**src/rtl/store_write_buffer.sv**
```systemverilog
// Posted-store write buffer between the MEM stage and a single-port data memory, with store-to-load forwarding.
// Latency: a store is captured on the accepting edge; one entry drains per free memory cycle; loads forward combinationally.
// Backpressure: Stall only when a store meets a full buffer; a full buffer always drains that cycle, so Stall lasts one cycle at most.
module store_write_buffer #(
  parameter int DEPTH  = 4,
  parameter int ADDR_W = 32,
  parameter int DATA_W = 32
) (
  input  logic                       Clk,
  input  logic                       Rst_n,
  input  logic [ADDR_W-1:0]          CpuAddress,
  input  logic [DATA_W-1:0]          CpuWriteData,
  input  logic                       CpuMemWrite,
  input  logic                       CpuMemRead,
  output logic [DATA_W-1:0]          CpuReadData,
  output logic                       Stall,
  output logic [ADDR_W-1:0]          MemAddress,
  output logic [DATA_W-1:0]          MemWriteData,
  output logic                       MemWrite,
  input  logic [DATA_W-1:0]          MemReadData,
  output logic [$clog2(DEPTH+1)-1:0] Count,
  output logic                       Empty
);

  localparam int PTR_W = $clog2(DEPTH);
  localparam int CNT_W = $clog2(DEPTH+1);
  localparam int WA_W  = ADDR_W - 2;

  logic [WA_W-1:0]   entryAddr [DEPTH];
  logic [DATA_W-1:0] entryData [DEPTH];
  logic [DEPTH-1:0]  entryValid;
  logic [PTR_W-1:0]  head;
  logic [PTR_W-1:0]  tail;
  logic [PTR_W-1:0]  fwdIdx;
  logic              full;
  logic              drain;
  logic              accept;
  logic [WA_W-1:0]   cpuWordAddr;

  assign cpuWordAddr = CpuAddress[ADDR_W-1:2];
  assign full        = (Count == CNT_W'(DEPTH));
  assign Empty       = (Count == '0);

  // A store wins over a simultaneous load; a full buffer must drain even with a store waiting
  // so that the stalled store is guaranteed a slot on the following cycle.
  assign accept = CpuMemWrite && !full;
  assign drain  = !Empty && !CpuMemRead && (!CpuMemWrite || full);
  assign Stall  = CpuMemWrite && full;

  // The memory port is shared: loads own the address bus, otherwise it carries the head entry.
  assign MemWrite     = drain;
  assign MemWriteData = entryData[head];
  assign MemAddress   = CpuMemRead ? CpuAddress : {entryAddr[head], 2'b00};

  // Pointer, occupancy and valid-bit bookkeeping; reset discards all pending stores.
  always_ff @(posedge Clk or negedge Rst_n) begin
    if (!Rst_n) begin
      head       <= '0;
      tail       <= '0;
      Count      <= '0;
      entryValid <= '0;
    end else begin
      if (accept) begin
        tail             <= tail + 1'b1;
        entryValid[tail] <= 1'b1;
      end
      if (drain) begin
        head             <= head + 1'b1;
        entryValid[head] <= 1'b0;
      end
      // accept and drain are mutually exclusive, so Count moves by at most one.
      if (accept) begin
        Count <= Count + 1'b1;
      end else if (drain) begin
        Count <= Count - 1'b1;
      end
    end
  end

  // Entry payload written at the tail; cleared on reset so forwarded data is never X.
  always_ff @(posedge Clk or negedge Rst_n) begin
    if (!Rst_n) begin
      for (int i = 0; i < DEPTH; i++) begin
        entryAddr[i] <= '0;
        entryData[i] <= '0;
      end
    end else if (accept) begin
      entryAddr[tail] <= cpuWordAddr;
      entryData[tail] <= CpuWriteData;
    end
  end

  // Youngest-match forwarding: scan from head (oldest) toward tail so the last hit wins.
  always_comb begin
    CpuReadData = MemReadData;
    fwdIdx      = head;
    for (int k = 0; k < DEPTH; k++) begin
      fwdIdx = head + PTR_W'(k);
      if (entryValid[fwdIdx] && (entryAddr[fwdIdx] == cpuWordAddr)) begin
        CpuReadData = entryData[fwdIdx];
      end
    end
  end

endmodule

```
**config.mk**
```make
export PLATFORM = sky130hd
export DESIGN_NAME = store_write_buffer
export DESIGN_NICKNAME = d
export VERILOG_FILES = /design/src/rtl/store_write_buffer.sv
export SDC_FILE = /design/constraint.sdc
export NUM_CORES = 1
export LEC_CHECK = 0
export ABC_CLOCK_PERIOD_IN_PS = 7600
export BUFFER_PORTS_ARGS = -buffer_cell sky130_fd_sc_hd__buf_2
export CORE_UTILIZATION = 55
export DETAILED_ROUTE_END_ITERATION = 7
export MAX_ROUTING_LAYER = met4
export PLACE_DENSITY = 0.73
export RECOVER_POWER = 25
export SYNTH_ARGS = -nofsm -noshare
export SYNTH_HDL_FRONTEND = slang
export SYNTH_SLANG_ARGS = --single-unit
```
**constraint.sdc**
```tcl
create_clock -name Clk -period 7.6 [get_ports Clk]
set_input_delay 0.38 -clock Clk [delete_from_list [all_inputs] [get_ports Clk]]
set_output_delay 0.38 -clock Clk [all_outputs]
set_load 0.005 [all_outputs]
```
; Word level (Yosys, flattened, before mapping)
; Cells that the tools add are included.
[totals]
regBits = 259
input_bits = 100
output_inout_bits = 102
word_cells = 113
[op_classes]
n_addsub = 6
n_lt_le_gt_ge = 13
n_eq_ne = 5
n_mux = 51
bitwise = 8
n_reduce_logical = 18
[op_table]
columns = operator, count
row1 = $mux 32, 14
row2 = $mux 30, 9
row3 = $bmux 32 s2, 4
row4 = $bmux 30 s2, 4
row5 = $bwmux 128, 1
row6 = $bwmux 120, 1
row7 = $eq 30x30->1, 4
row8 = $demux 32 s2, 1
row9 = $demux 30 s2, 1
row10 = $ge 3x3->1 const B, 5
row11 = $lt 2x3->1 const B, 5
row12 = $not 2->3, 5
row13 = $logic_and 1x1->1, 11
row14 = $bmux 1 s2, 4
row15 = $mux 4, 2
row16 = $mux 1, 6
row17 = $mux 3, 2
row18 = $add 2x1->2 const B, 2
row19 = $add 2x2->2 const B, 2
row20 = $and 4x4->4, 1
row21 = $demux 1 s2, 2
row22 = $ge 2x1->1 const B, 2
row23 = $logic_not 1->1, 4
row24 = $not 4->4, 1
row25 = 8 further kinds, 8

; Depth between registers and ports, before layout
; Gate-level depths: netlist of run 1.
[depth]
word_depth = 10
ltp_mapped = 23
ltp_nobuf = 10

; Worst setup path after synthesis of run 1
; OpenSTA, ideal clock, no wires.
[synth_path]
path_type = reg2out
start = reg head[0]
end = out CpuReadData[10]
arrival_time_ns = 4.530
required_time_ns = 7.220
path_slack_ns = 2.690
path_stages_with_launch = 24
path_buffers = 13
cell_sequence = dfrtp_1 > buf_6 > buf_6 > buf_4 > inv_1 > buf_2 > buf_2 > buf_1 > ha_1 > buf_4 > buf_4 > buf_4 > buf_2 > mux2i_1 > nor2_1 > a2111oi_0 > o22ai_1 > nor4_1 > and4_1 > buf_4 > buf_4 > clkbuf_1 > nand2_1 > a22oi_2
[synth_via]
word_cells_on_any_way = 51
cone_classes = add/sub: 3 / eq/ne: 4 / mux: 36 / bitwise: 4 / reduce/logical: 4
[synth_rtl]
columns = item, line
row1 = start: declaration, 32  ; logic [PTR_W-1:0] head;
row2 = start signal: assignment, 68  ; head <= head + 1'b1;
row3 = $add 2x2->2 *, 98  ; fwdIdx = head + PTR_W'(k);
row4 = via fwdIdx[0], 34  ; logic [PTR_W-1:0] fwdIdx;
row5 = $not 2->3 (not written as such), "99, 100"
row6 = $bmux 30 s2, 99  ; if (entryValid[fwdIdx] && (entryAddr[fwdIdx] == cpuWordAddr)) begin
row7 = $mux 30 (not written as such) (2 in series), 99
row8 = $eq 30x30->1, 99
row9 = $logic_and 1x1->1, 99
row10 = $mux 32 *, 99
row11 = end: declaration, 15  ; output logic [DATA_W-1:0] CpuReadData,
; Mark *: on every way through the listed nets, which the timed path passes. The rest lies on a longest branch. The select of a mux whose other input is x is not followed.

; Worst setup path in the final report of run 1
[layout_path]
start = reg head[1]
end = out CpuReadData[0]
[layout_via]
elab_chain_len = 10
word_cells_on_any_way = 51
cone_classes = add/sub: 3 / eq/ne: 4 / mux: 36 / bitwise: 4 / reduce/logical: 4
[layout_lines]
columns = item, line
row1 = $add 2x1->2 / $not 2->3 (equally long branches), "98, 99, 100"
row2 = $not 2->3 (not written as such) / $bmux 30 s2 (equally long branches), "99, 100"
row3 = $bmux 30 s2 / $mux 30 (equally long branches), 99
row4 = $mux 30 (not written as such), 99
row5 = $mux 30 (not written as such) / $eq 30x30->1 (equally long branches), 99
row6 = $eq 30x30->1 / $logic_and 1x1->1 (equally long branches), 99
row7 = $logic_and 1x1->1 / $mux 32 (equally long branches), 99
row8 = $mux 32 (2 in series), 99
row9 = $mux 32 *, 99
; Every way passes the cells marked *; elsewhere a longest branch is shown, timed or not. The select of a mux whose other input is x is not followed.

==> results.md, run 1 <==
Placed design:
- The standard cell area after detailed placement is 20800 um^2.
- The half-perimeter wire length of the detailed placement result is between 30 and 40 mm.
- The weighted congestion at the end of routability-driven global placement is approximately 0.98.
- The number of buffers inserted by port buffering is around 200.

Hold path:
- The type of the tightest min-delay check is in -> reg.
- The worst hold path stage count is 2.
- The path with the worst hold slack has its endpoint at entryData[102]$_DFFE_PN0P_.
- The worst hold path begins at CpuWriteData[6].

Global route:
- Entering global routing, the biggest net connects roughly 150 pins.
- The first-pass GRT wire length is about 84 mm.
- Global routing used a little under a third of the available tracks across all layers.
- The number of global-route vias before repair is approximately 14000.
- The initial antenna violation count is 3.
- For met2 alone, demand over resource in global routing was 47.3%.
- For met1 alone, demand over resource in global routing was between 40% and 50%.
- met2 is the most crowded layer.
- The global route total overflow is 0.
- The global-route met3 utilization is 5.01%.

Run:
- The number of max-cap violations is 1.

Power and ir drop:
- The maximum vdd drop is approximately 0.48 mV.
- For this design the ratio of total power to cell area is 517 nW/um^2.
- The leakage dissipation is about 8.8 nW.

Yosys:
- The post-synthesis instance total is about 1600.
- The count of unique library cells instantiated by Yosys is 52.
- In this run the cell area of the synthesized design comes to between 15000 and 20000 um^2.
- The share of async-settable or async-resettable flops after synthesis is between 90% and 100%.
- The synthesized area divided by synthesized cell count is about 12 um^2.
- The predominant post-synthesis flop cell is dfrtp_1.
- The portion of the post-synthesis area used by sequential elements is 32.8%.
- After synthesis the netlist holds a flip-flop and latch count of about 260.
- The warning count from the yosys run is 0.
- The post-synthesis net count is between 1500 and 2000.
- The synthesized design contains 0 enable-type register cells.

CTS:
- The root buffer cell chosen for the clock tree is clkbuf_16.
- For the worst-skew pair, the clock arrives at the later sink with an insertion delay of 0.57 ns.
- The number of resized instances in the post-cts repair step is 0.
- TritonCTS built the clock tree.
- CTS built an H-tree with a depth of 1.
- The worst-case clock buffer depth is 3.
- The clock edge transition at the registers on the reported setup and hold paths is 0.06 ns.
- TritonCTS created 30 clock buffers.
- Once the clock tree was built, the setup fixing pass inserted 0 buffers.
- The tree built by TritonCTS fans out to approximately 260 sinks.

Setup path:
- The kind of launch point of the worst setup path is a flip-flop.
- The reg-to-reg startpoint is Count[1]$_DFFE_PN0P_.
- The required time at the endpoint of the critical path is slightly above 7 ns.
- The signal arrival time at the worst endpoint is between 6 and 7 ns.
- The critical path is of the reg -> out type.
- The endpoint identified for the worst register-to-register timing path is entryData[107]$_DFFE_PN0P_.
- The startpoint of the most critical setup path is head[1]$_DFFE_PN0P_.
- Along the worst path, the maximum fanout reaches 88.
- In this run the register-to-register setup slack is about 4.6 ns.
- The cell depth of the worst flop-to-flop path is 6.
- The worst setup path is captured at an output port.

STA:
- The post-route worst hold slack is 0.0949 ns.
- Setup repair after global routing left no endpoint under its margin.
- The max-slew violation count was 148.
- Setup violations remaining at the end of the flow were counted as 0.
- Derived from the worst setup path, the maximum achievable clock frequency is ~0.15 GHz.
- The maximum clock skew at final layout is between 0.015 and 0.02 ns.
- The number of hold-slack violations in the final timing report is 0.
- The shortest clock period the worst path allows after layout is a little under 7 ns.
- The normalized max-slew margin is -142%.
- For the pin with the worst max-slew slack, the measured transition is 3.62 ns.
- The worst path uses 89.0% of the clock period.
- The post-route setup TNS is 0 ns.

Status:
- The flow ran to the end, but the final reports show violations.
- The final reports fail on capacitance limit, slew limit.

Route:
- After detailed routing, the average wire length per cell comes to approximately 24 um.
- For this block, the routed nets add up to between 50 and 60 mm of wire.
- The via density per instance is 6.71.
- The first TritonRoute pass finished after 5 iterations.
- Once detail routing completed, the nets flagged for antenna violations numbered 0.
- The DRC marker count from the first detailed-route iteration is 1374.
- Across all layers, the routed design uses around 15000 vias.
- After detailed routing, the number of remaining DRC violations is 0.

Layout:
- The number of nets in the final layout is 1833.
- The finished cells cover between 20000 and 25000 um^2.
- The most common library cell in the layout ignoring fill and taps is dfrtp_1.
- The library cells used most frequently in the layout, excluding fill and tap cells, are dfrtp_1 (257), mux2_2 (219), mux4_2 (202).
- Cells with a size suffix above 1 make up between 40% and 50% of the layout.
- The synthesis-to-finish area growth is 10.2%.

Floorplanning:
- Measured along the x axis, the die boundary spans about 190 um.
- The count of boundary I/O pins is between 200 and 250.
- The die covers roughly 37000 um^2.
- The core region is 35500 um^2.
- For this configuration, the core starts out at a cell density of between 50% and 60%.
- The vertical die dimension is 192 um.
- The number of rows in the core area is about 70.
## critical path, stage by stage (launching register included)
cell       delay [ns]
dfrtp_4          0.83
inv_1            0.31
ha_4             0.89
buf_12           0.55
mux4_2           0.59
xnor2_1          0.25
nand4_1          0.15
a2111oi_0        0.48
and3_1           0.82
nor3_2           0.11
buf_4            0.32
a22oi_1          0.27
buf_2            0.15
## cells in the mapped netlist, types with 4 or more instances
library cell  instances  area share, %
dfrtp_1             259             33
mux2_2              219             12
mux4_2              202             23
nand2_1             157            3.0
mux2i_1             132            6.7
clkbuf_1             83            1.6
xnor2_1              80            3.5
o21ai_0              70            1.8
inv_1                50           0.95
nor3_1               41            1.0
buf_2                36           0.91
a311o_1              32            1.6
a22oi_2              30            1.9
a21oi_1              23           0.58
nor2_1               22           0.42
xor2_1               22           0.98
buf_4                18           0.68
nand4_1              14           0.44
buf_6                12           0.68
buf_1                11           0.21
o22ai_1              10           0.32
a2111oi_0             8           0.35
ha_1                  8           0.51
nor4_1                8           0.25
a22oi_1               6           0.23
nand3_1               6           0.15
o2111ai_1             6           0.27
a211oi_1              5           0.19
a221oi_1              5           0.22
and2_1                5           0.16
nor2b_1               5           0.16
o221ai_1              5           0.22
a2bb2oi_1             4           0.18
and3_1                4           0.13
o211ai_1              4           0.15
o2bb2ai_1             4           0.18
## registers in the layout (all words and copies together) (netlist names)
register	cells
tail	2
Count	3
entryData	128
entryAddr	120
head	2
entryValid	4
## area by class of cell
type	count	area (um^2)
Antenna cell	4	10.0
Clock buffer	42	866
Fill cell	2808	13700
Tap cell	461	577
Multi-Input combinational cell	1161	12400
Clock inverter	12	111
Timing Repair Buffer	221	1180
Inverter	51	191
Sequential cell	259	6490
## metrics by stage
stage	instances	total power, mW	utilization (%)	setup slack (ns)
final	2211	11.3	61.4	0.836
after CTS	2207	11.2	61.4	0.951
after floorplan	1631	8.08	-	2.69
after global placement	2152	9.56	58.6	1.88
after global routing	2210	11.9	61.4	0.648
after detailed placement	2152	9.77	58.6	1.68
## kinds of logic after synthesis
family,synth area share [%]
mux,42.2
simple gates,6.18
flops,32.8
buf+inv,5.03
compound gates,8.66
fa+ha+maj,0.608
xor+xnor,4.52
## metal layers
metal,vias up,part of all wire [%]
met5,-,0
met4,0,3.4
met3,122,7.9
met2,632,49
met1,7621,40
li1,6456,-
## power breakdown
part / total [mW] / internal (mW) / leakage (nW) / switching [mW]
combinational: 6.78 / 3.68 / 5.22 / 3.10
clock: 1.43 / 0.827 / 0.475 / 0.599
sequential: 3.05 / 2.08 / 3.10 / 0.970
## how the worst max path moves through the flow
stage / cells past startpoint / end / slack [ns]
after detailed placement: 12 / CpuReadData[0] / 1.68
after global routing: 12 / CpuReadData[0] / 0.65
after floorplan: 23 / CpuReadData[10] / 2.69
after CTS: 12 / CpuReadData[0] / 0.95
after global placement: 12 / CpuReadData[30] / 1.88
final: 12 / CpuReadData[0] / 0.84
## what timing repair did
item,CTS,global route
setup endpoints to repair,0,0
hold buffers,1,0
endpoints found under the hold margin,112,0
(Power assumes the default switching activity.)
==> run 2: changes to the inputs <==
Settings changed: CORE_ASPECT_RATIO set to 1.75.
==> run 2 against run 1 <==
  * The run still ends with capacitance limit, slew limit left
  * Utilization is 0.19 points lower
  * Register-to-register slack worse by 0.17 ns
  * Flip-flop and latch count unchanged
  * First-iteration DRC count shrank 22%
  * Critical endpoint is now CpuReadData[31]
  * Largest cell class unchanged
==> results.md, run 2 (synthesis results as in run 1) <==
STA:
- In the finished design, the share of the clock period the worst path needs comes to about 86%.
- The maximum clock skew at final layout is roughly 0.009 ns.
- For this run, the top clock speed supported by timing is 0.153 GHz.
- The post-route worst hold slack is 0.107 ns.
- Setup repair after global routing left no endpoint under its margin.
- Setup total negative slack on the finished layout was measured at 0 ns.
- The normalized max-slew margin is -128%.
- The number of hold-slack violations in the final timing report is 0.
- At the pin with the least slew margin, the transition time is 3.42 ns.
- The max-slew violation count is ~130.
- The worst path needs about 6.5 ns of the cycle, external delays included.
- The final setup violation count is 0.

Setup path:
- The critical path ends at CpuReadData[31].
- Along the worst path, the maximum fanout reaches 44.
- In this run the critical register-to-register path is captured at entryAddr[99]$_DFFE_PN0P_.
- The critical path is of the reg -> out type.
- The startpoint of the most critical setup path is head[0]$_DFFE_PN0P_.
- STA classifies the critical path startpoint as a flip-flop.
- The worst setup path is captured at an output port.
- The reg-to-reg startpoint is Count[0]$_DFFE_PN0P_.
- STA puts the critical path data arrival time at 6.16 ns.
- The cell depth of the worst flop-to-flop path is 6.
- For the worst setup path, the data required time is around 7.2 ns.
- The minimum setup slack among reg-to-reg paths is about 4.4 ns.

Global route:
- The number of global-route vias before repair is around 15000.
- The largest net degree at the start of global routing is between 150 and 200.
- The first-pass GRT wire length is slightly below 90 mm.
- The initial antenna violation count came to 3.
- The total routing resource utilization after global routing is 31.8%.
- Summed over all layers, the global routing overflow is 0.

Route:
- The detailed-route DRC error count is 0.
- The aggregate routed wire length is approximately 56 mm.
- The DRC marker count from the first detailed-route iteration is 1065.
- The final route contains roughly 15000 vias.
- Once detail routing completed, the nets flagged for antenna violations numbered 0.
- After detailed routing, the average wire length per cell comes to about 26 um.
- The count of TritonRoute iterations in the first routing pass is 7.
- Dividing the detail-routed via count by the number of cells gives 6.78.

Status:
- The checks that failed: capacitance limit, slew limit.
- The flow ran to the end, but the final reports show violations.

Placed design:
- Routability-driven placement finished with a final weighted congestion of between 0.9 and 1.
- After detailed placement, the total cell area comes to between 20000 and 25000 um^2.
- The number of buffers inserted by port buffering is between 200 and 250.
- The HPWL after detailed placement is ~38 mm.

Layout:
- The number of nets in the final layout is 1831.
- Once layout is complete, the utilization of the core stands at about three fifths.
- Cells with a size suffix above 1 make up between 40% and 50% of the layout.
- The total non-filler cell area in the finished layout is about 22000 um^2.
- Compared with the post-synthesis result, the final layout area differs by 9.32%.
- The largest registers in the layout are entryData x128, entryAddr x120, entryValid x4.
- Leaving out fill and tap cells, the most frequent cell in the layout is dfrtp_1.
- In the layout the commonest cells are dfrtp_1 (257), mux2_2 (219), mux4_2 (202).
- The number of flip-flops in the largest register is roughly 130.
- More flip-flops sit in one register than any other, and that register is entryData.

CTS:
- The quantity of hold-fixing buffers added after cts is 1.
- The H-tree depth reported by CTS is 1.
- CTS saw between 200 and 300 sinks.
- The CTS tree is yes.
- The number of buffers inserted during clock tree synthesis is 25.
- The worst-case clock buffer depth is 3.
- After clock tree synthesis, the repair step resized 0 gates.
- At the later pin of the worst-skew pair, clock insertion delay measures 0.54 ns.
- The number of post-CTS setup repair buffers is 0.
- The clock root buffer is clkbuf_16.
- The clock edge transition at the registers on the reported setup and hold paths is ~0.070 ns.

Power and ir drop:
- The power per standard cell area is 515 nW/um^2.
- Summed over all cells, the static leakage comes to ~8.7 nW.
- The maximum vdd drop is approximately 0.34 mV.

Run:
- Across the run, the number of max-cap violations was 1.

Floorplanning:
- The standard cell core area is about 35000 um^2.
- The count of boundary I/O pins is around 200.
- The vertical die dimension is approximately 250 um.
- The number of rows in the core area is 91.
- The effective utilization at floorplan is a little under three fifths.
- The floorplan die area is approximately 37000 um^2.
- From left edge to right edge, the die measures 145 um.

Hold path:
- The worst min-delay path startpoint is CpuWriteData[4].
- In this run the worst hold path is classified as in -> reg.
run 2: how the worst min path moves through the flow:
stage | slack [ns] | cells past startpoint | endpoint
global route | 0.11 | 2 | entryData[61]$_DFFE_PN0P_
finish | 0.11 | 2 | entryData[100]$_DFFE_PN0P_
CTS | 0.1 | 2 | entryData[100]$_DFFE_PN0P_
global placement | 0.52 | 2 | entryAddr[113]$_DFFE_PN0P_
detailed placement | 0.53 | 2 | entryAddr[74]$_DFFE_PN0P_
floorplan | 0.08 | 0 | Count[0]$_DFFE_PN0P_
run 2: power by group:
part / total, mW / switching (mW) / internal, mW
Combinational: 6.87 / 3.18 / 3.69
Clock: 1.23 / 0.556 / 0.678
Sequential: 3.03 / 0.944 / 2.08
run 2: cell type report:
class	count	area [um^2]
antenna	2	5.00
clock buffer	34	699
clock inverter	9	78.8
fill	2883	13700
inverter	51	191
multi-input combinational	1161	12300
sequential	259	6490
tap	465	582
timing repair buffer	224	1210
run 2: per-stage QoR:
step / power [mW] / std cells / worst slack [ns]
5_1_grt: 11.7 / 2205 / 0.785
3_5_place_dp: 9.84 / 2159 / 1.77
4_1_cts: 11.1 / 2203 / 1.16
2_1_floorplan: 8.08 / 1631 / 2.69
3_3_place_gp: 9.66 / 2159 / 1.95
6_report: 11.1 / 2205 / 1.06
run 2: worst max-delay path, cell delays in order (launching register included):
cell and delay, ns:
dfrtp_4 0.90, inv_1 0.09, buf_4 0.29, ha_4 0.84, buf_4 0.46, mux2i_1 0.27
xnor2_1 0.09, nor4_1 0.43, nor2_1 0.10, a2111oi_0 0.59, and3_1 0.28, buf_4 0.41
nor3_2 0.09, buf_4 0.31, a22oi_1 0.24, buf_2 0.14
run 2: per-layer routing:
layer / part of all wire [%] / up-vias / global-route usage (%)
met5: 0 / - / -
met4: 5.8 / 0 / 17.7
met3: 5.2 / 150 / 2.92
met2: 53 / 625 / 55.8
met1: 36 / 7734 / 35.8
li1: - / 6436 / -
==> run 3: changes to the inputs <==
Settings changed: CORE_UTILIZATION 55 to 30, PLACE_DENSITY 0.73 to 0.44.
==> run 3 against run 2 <==
  * The flow still finishes with violations (capacitance limit, slew limit)
  * Utilization shrank 27 points
  * Design area grew 3.6%
  * Largest power group unchanged
  * Critical path type unchanged
  * Register-to-register slack gained 0.03 ns
  * First-iteration DRC count shrank 25%
  * Highest routed layer unchanged
==> results.md, run 3 (synthesis results as in run 1) <==
Global route:
- The first global-routing pass estimated approximately 100 mm of wire.
- The initial antenna violation count is 5.
- The largest net degree at the start of global routing is 135.
- The total routing resource utilization after global routing is 21.0%.
- The number of global-route vias before repair is between 15000 and 20000.
- The global route total overflow is 0.

STA:
- The highest attainable clock frequency is approximately 0.14 GHz.
- Setup repair after global routing left no endpoint under its margin.
- The shortest clock period the worst path allows after layout is between 7 and 8 ns.
- The normalized max-slew margin is -215%.
- The maximum clock skew at final layout is between 0.02 and 0.03 ns.
- The max-slew violation count is 237.
- At the pin with the least slew margin, the transition time is around 4.7 ns.
- The number of hold-slack violations in the final timing report is 0.
- The final setup violation count is 0.
- In the finished design, the share of the clock period the worst path needs comes to between 90 and 100%.
- Setup total negative slack on the finished layout was measured at 0 ns.

Route:
- Using the TritonRoute via totals, the vias-per-cell ratio works out to roughly 5.7.
- After detailed routing, no signal wire sits above met4.
- The count of TritonRoute iterations in the first routing pass is 5.
- The met2 layer wire length in the routed design is roughly 36 mm.
- The final route contains 14800 vias.
- The DRC marker count from the first detailed-route iteration is 800.
- The detailed-route DRC error count is 0.
- The amount of wire on met3 after detailed routing is around 2.6 mm.
- For this block, the routed nets add up to between 60 and 70 mm of wire.
- The routed length per instance is between 20 and 30 um.
- Once detail routing completed, the nets flagged for antenna violations numbered 0.
- After detailed routing, the wire length on met1 is approximately 26 mm.

Floorplanning:
- From bottom edge to top edge, the die measures 342 um.
- The effective utilization at floorplan is a little under a third.
- The standard cell core area is between 60000 and 70000 um^2.
- The horizontal die dimension is 196 um.
- The number of rows in the core area is 124.
- The count of boundary I/O pins is between 200 and 250.
- The die covers about 67000 um^2.

Power and ir drop:
- Power comes to around 12 mW.
- For this design the static power due to leakage is just under 9 nW.
- The power per standard cell area is 523 nW/um^2.
- The maximum vdd drop is about 0.33 mV.

Setup path:
- The worst setup path is launched from a flip-flop.
- The worst setup path is of the reg -> out kind.
- Of all nets on the critical path, the largest fanout is 62.
- At the worst endpoint, the required time is around 7.2 ns.
- The critical path endpoint category is an output port.
- STA puts the critical path data arrival time at 6.71 ns.

Layout:
- The library cells used most frequently in the layout, excluding fill and tap cells, are dfrtp_1 (257), mux2_2 (219), mux4_2 (202).
- Leaving out fill and tap cells, the most frequent cell in the layout is dfrtp_1.
- The synthesis-to-finish area growth is 13.2%.
- Counting the fill cells in the layout gives around 6500.
- In the final layout, the registers with the most flip-flops are entryData x128, entryAddr x120, entryValid x4.
- The post-route netlist has a little over two fifths of its cells at a drive strength greater than 1.
- entryData holds more flip-flops than any other register.
- The area occupied by multi-input gates is 12400 um^2.
- Summing all flip-flop and latch instances after layout gives approximately 6500 um^2.
- The register with the most flip-flops in the layout has 128 of them.
- The net count of the finished layout is about 1800.

CTS:
- After clock tree synthesis, the clock-pin slew on the worst setup and hold paths is approximately 0.070 ns.
- The CTS sink count is ~260.
- The clock latency at the later pin of the worst-skew pair is roughly 0.6 ns.
- The clock root buffer is clkbuf_16.
- In this run the number of H-tree levels came out at 1.
- The worst-case clock buffer depth is 3.
- The number of buffers inserted during clock tree synthesis is 30.
- TritonCTS built the clock tree.

Run:
- Max-cap violations in this run came to 3.

Hold path:
- The type of the tightest min-delay check is in -> reg.

Placed design:
- The half-perimeter wire length of the detailed placement result is around 47 mm.
- The count of buffers added on input and output ports is about 200.
- The weighted congestion at the end of routability-driven global placement is approximately 0.89.

Status:
- The final reports fail on capacitance limit, slew limit.
- The flow ran to the end, but the final reports show violations.
## run 3: changes by cell type in the layout (fill, tap and decap cells not counted), moves of 2 or more
| cell | change |
|---|---|
| clkbuf_16 | +6 |
| diode_2 | +2 |
| buf_2 | +2 |
| bufinv_16 | +4 |
| clkinvlp_4 | +2 |
| clkinv_2 | -2 |
## run 3: metal layers
metal  up-vias  global-route usage, %
met3       132                   2.01
met2       455                   37.5
met1      7736                   22.9
li1       6461                      -
met5         -                      -
met4         0                   11.5
## run 3: what timing repair did
action,4_1_cts,5_1_grt
resized for setup,0,0
setup endpoints to repair,0,0
endpoints found under the hold margin,76,0
hold buffers,1,0
buffers inserted,0,0
## run 3: worst paths after layout
check	from	endpoint	slack, ns	cells past startpoint
worst max-delay path	head[1]$_DFFE_PN0P_	CpuReadData[27]	0.51	13
worst min-delay path	CpuWriteData[22]	entryData[22]$_DFFE_PN0P_	0.06	2
worst max register to register	Count[0]$_DFFE_PN0P_	entryAddr[11]$_DFFE_PN0P_	4.41	6
worst min register to register	entryAddr[104]$_DFFE_PN0P_	entryAddr[104]$_DFFE_PN0P_	0.54	2
max in group asynchronous	Rst_n	entryData[17]$_DFFE_PN0P_	1.51	3
min in group asynchronous	Rst_n	entryAddr[44]$_DFFE_PN0P_	2.03	2
## run 3: final cells by class
cell class / count / share of cell area (%)
diodes: 4 / 0.0447
clock buffers: 40 / 3.84
clock inverters: 14 / 0.962
inverters: 51 / 0.856
multi-input cells: 1161 / 55.2
flip-flops and latches: 259 / 29.0
well taps: 819 / 4.58
repair buffers: 227 / 5.51
## run 3: worst max-delay path, stage by stage (launching register included)
cell	delay [ns]
dfrtp_4	0.86
inv_1	0.33
ha_4	0.92
buf_4	0.44
mux2i_1	0.29
nand2_1	0.08
a31o_2	0.29
a211o_1	0.22
a2111oi_0	0.93
and4_2	0.49
buf_4	0.65
nand2_1	0.27
a22oi_2	0.18
buf_2	0.13
## run 3: power breakdown
part | switching (mW) | internal (mW) | total, mW
combinational | 3.36 | 3.70 | 7.06
clock | 0.641 | 0.963 | 1.60
sequential | 0.965 | 2.08 | 3.05
## run 3: through the flow
step                      std cells  setup WS (ns)  instance area, um^2  hold slack (ns)  util, %
after floorplan                1631           2.69                19800           0.0844        -
after global placement         2516           1.10                21300            0.409     32.7
after global routing           2575          0.295                22400           0.0401     34.3
after detailed placement       2516          0.977                21300            0.419     32.7
final                          2575          0.513                22400           0.0577     34.3
after CTS                      2571          0.337                22400           0.0186     34.4
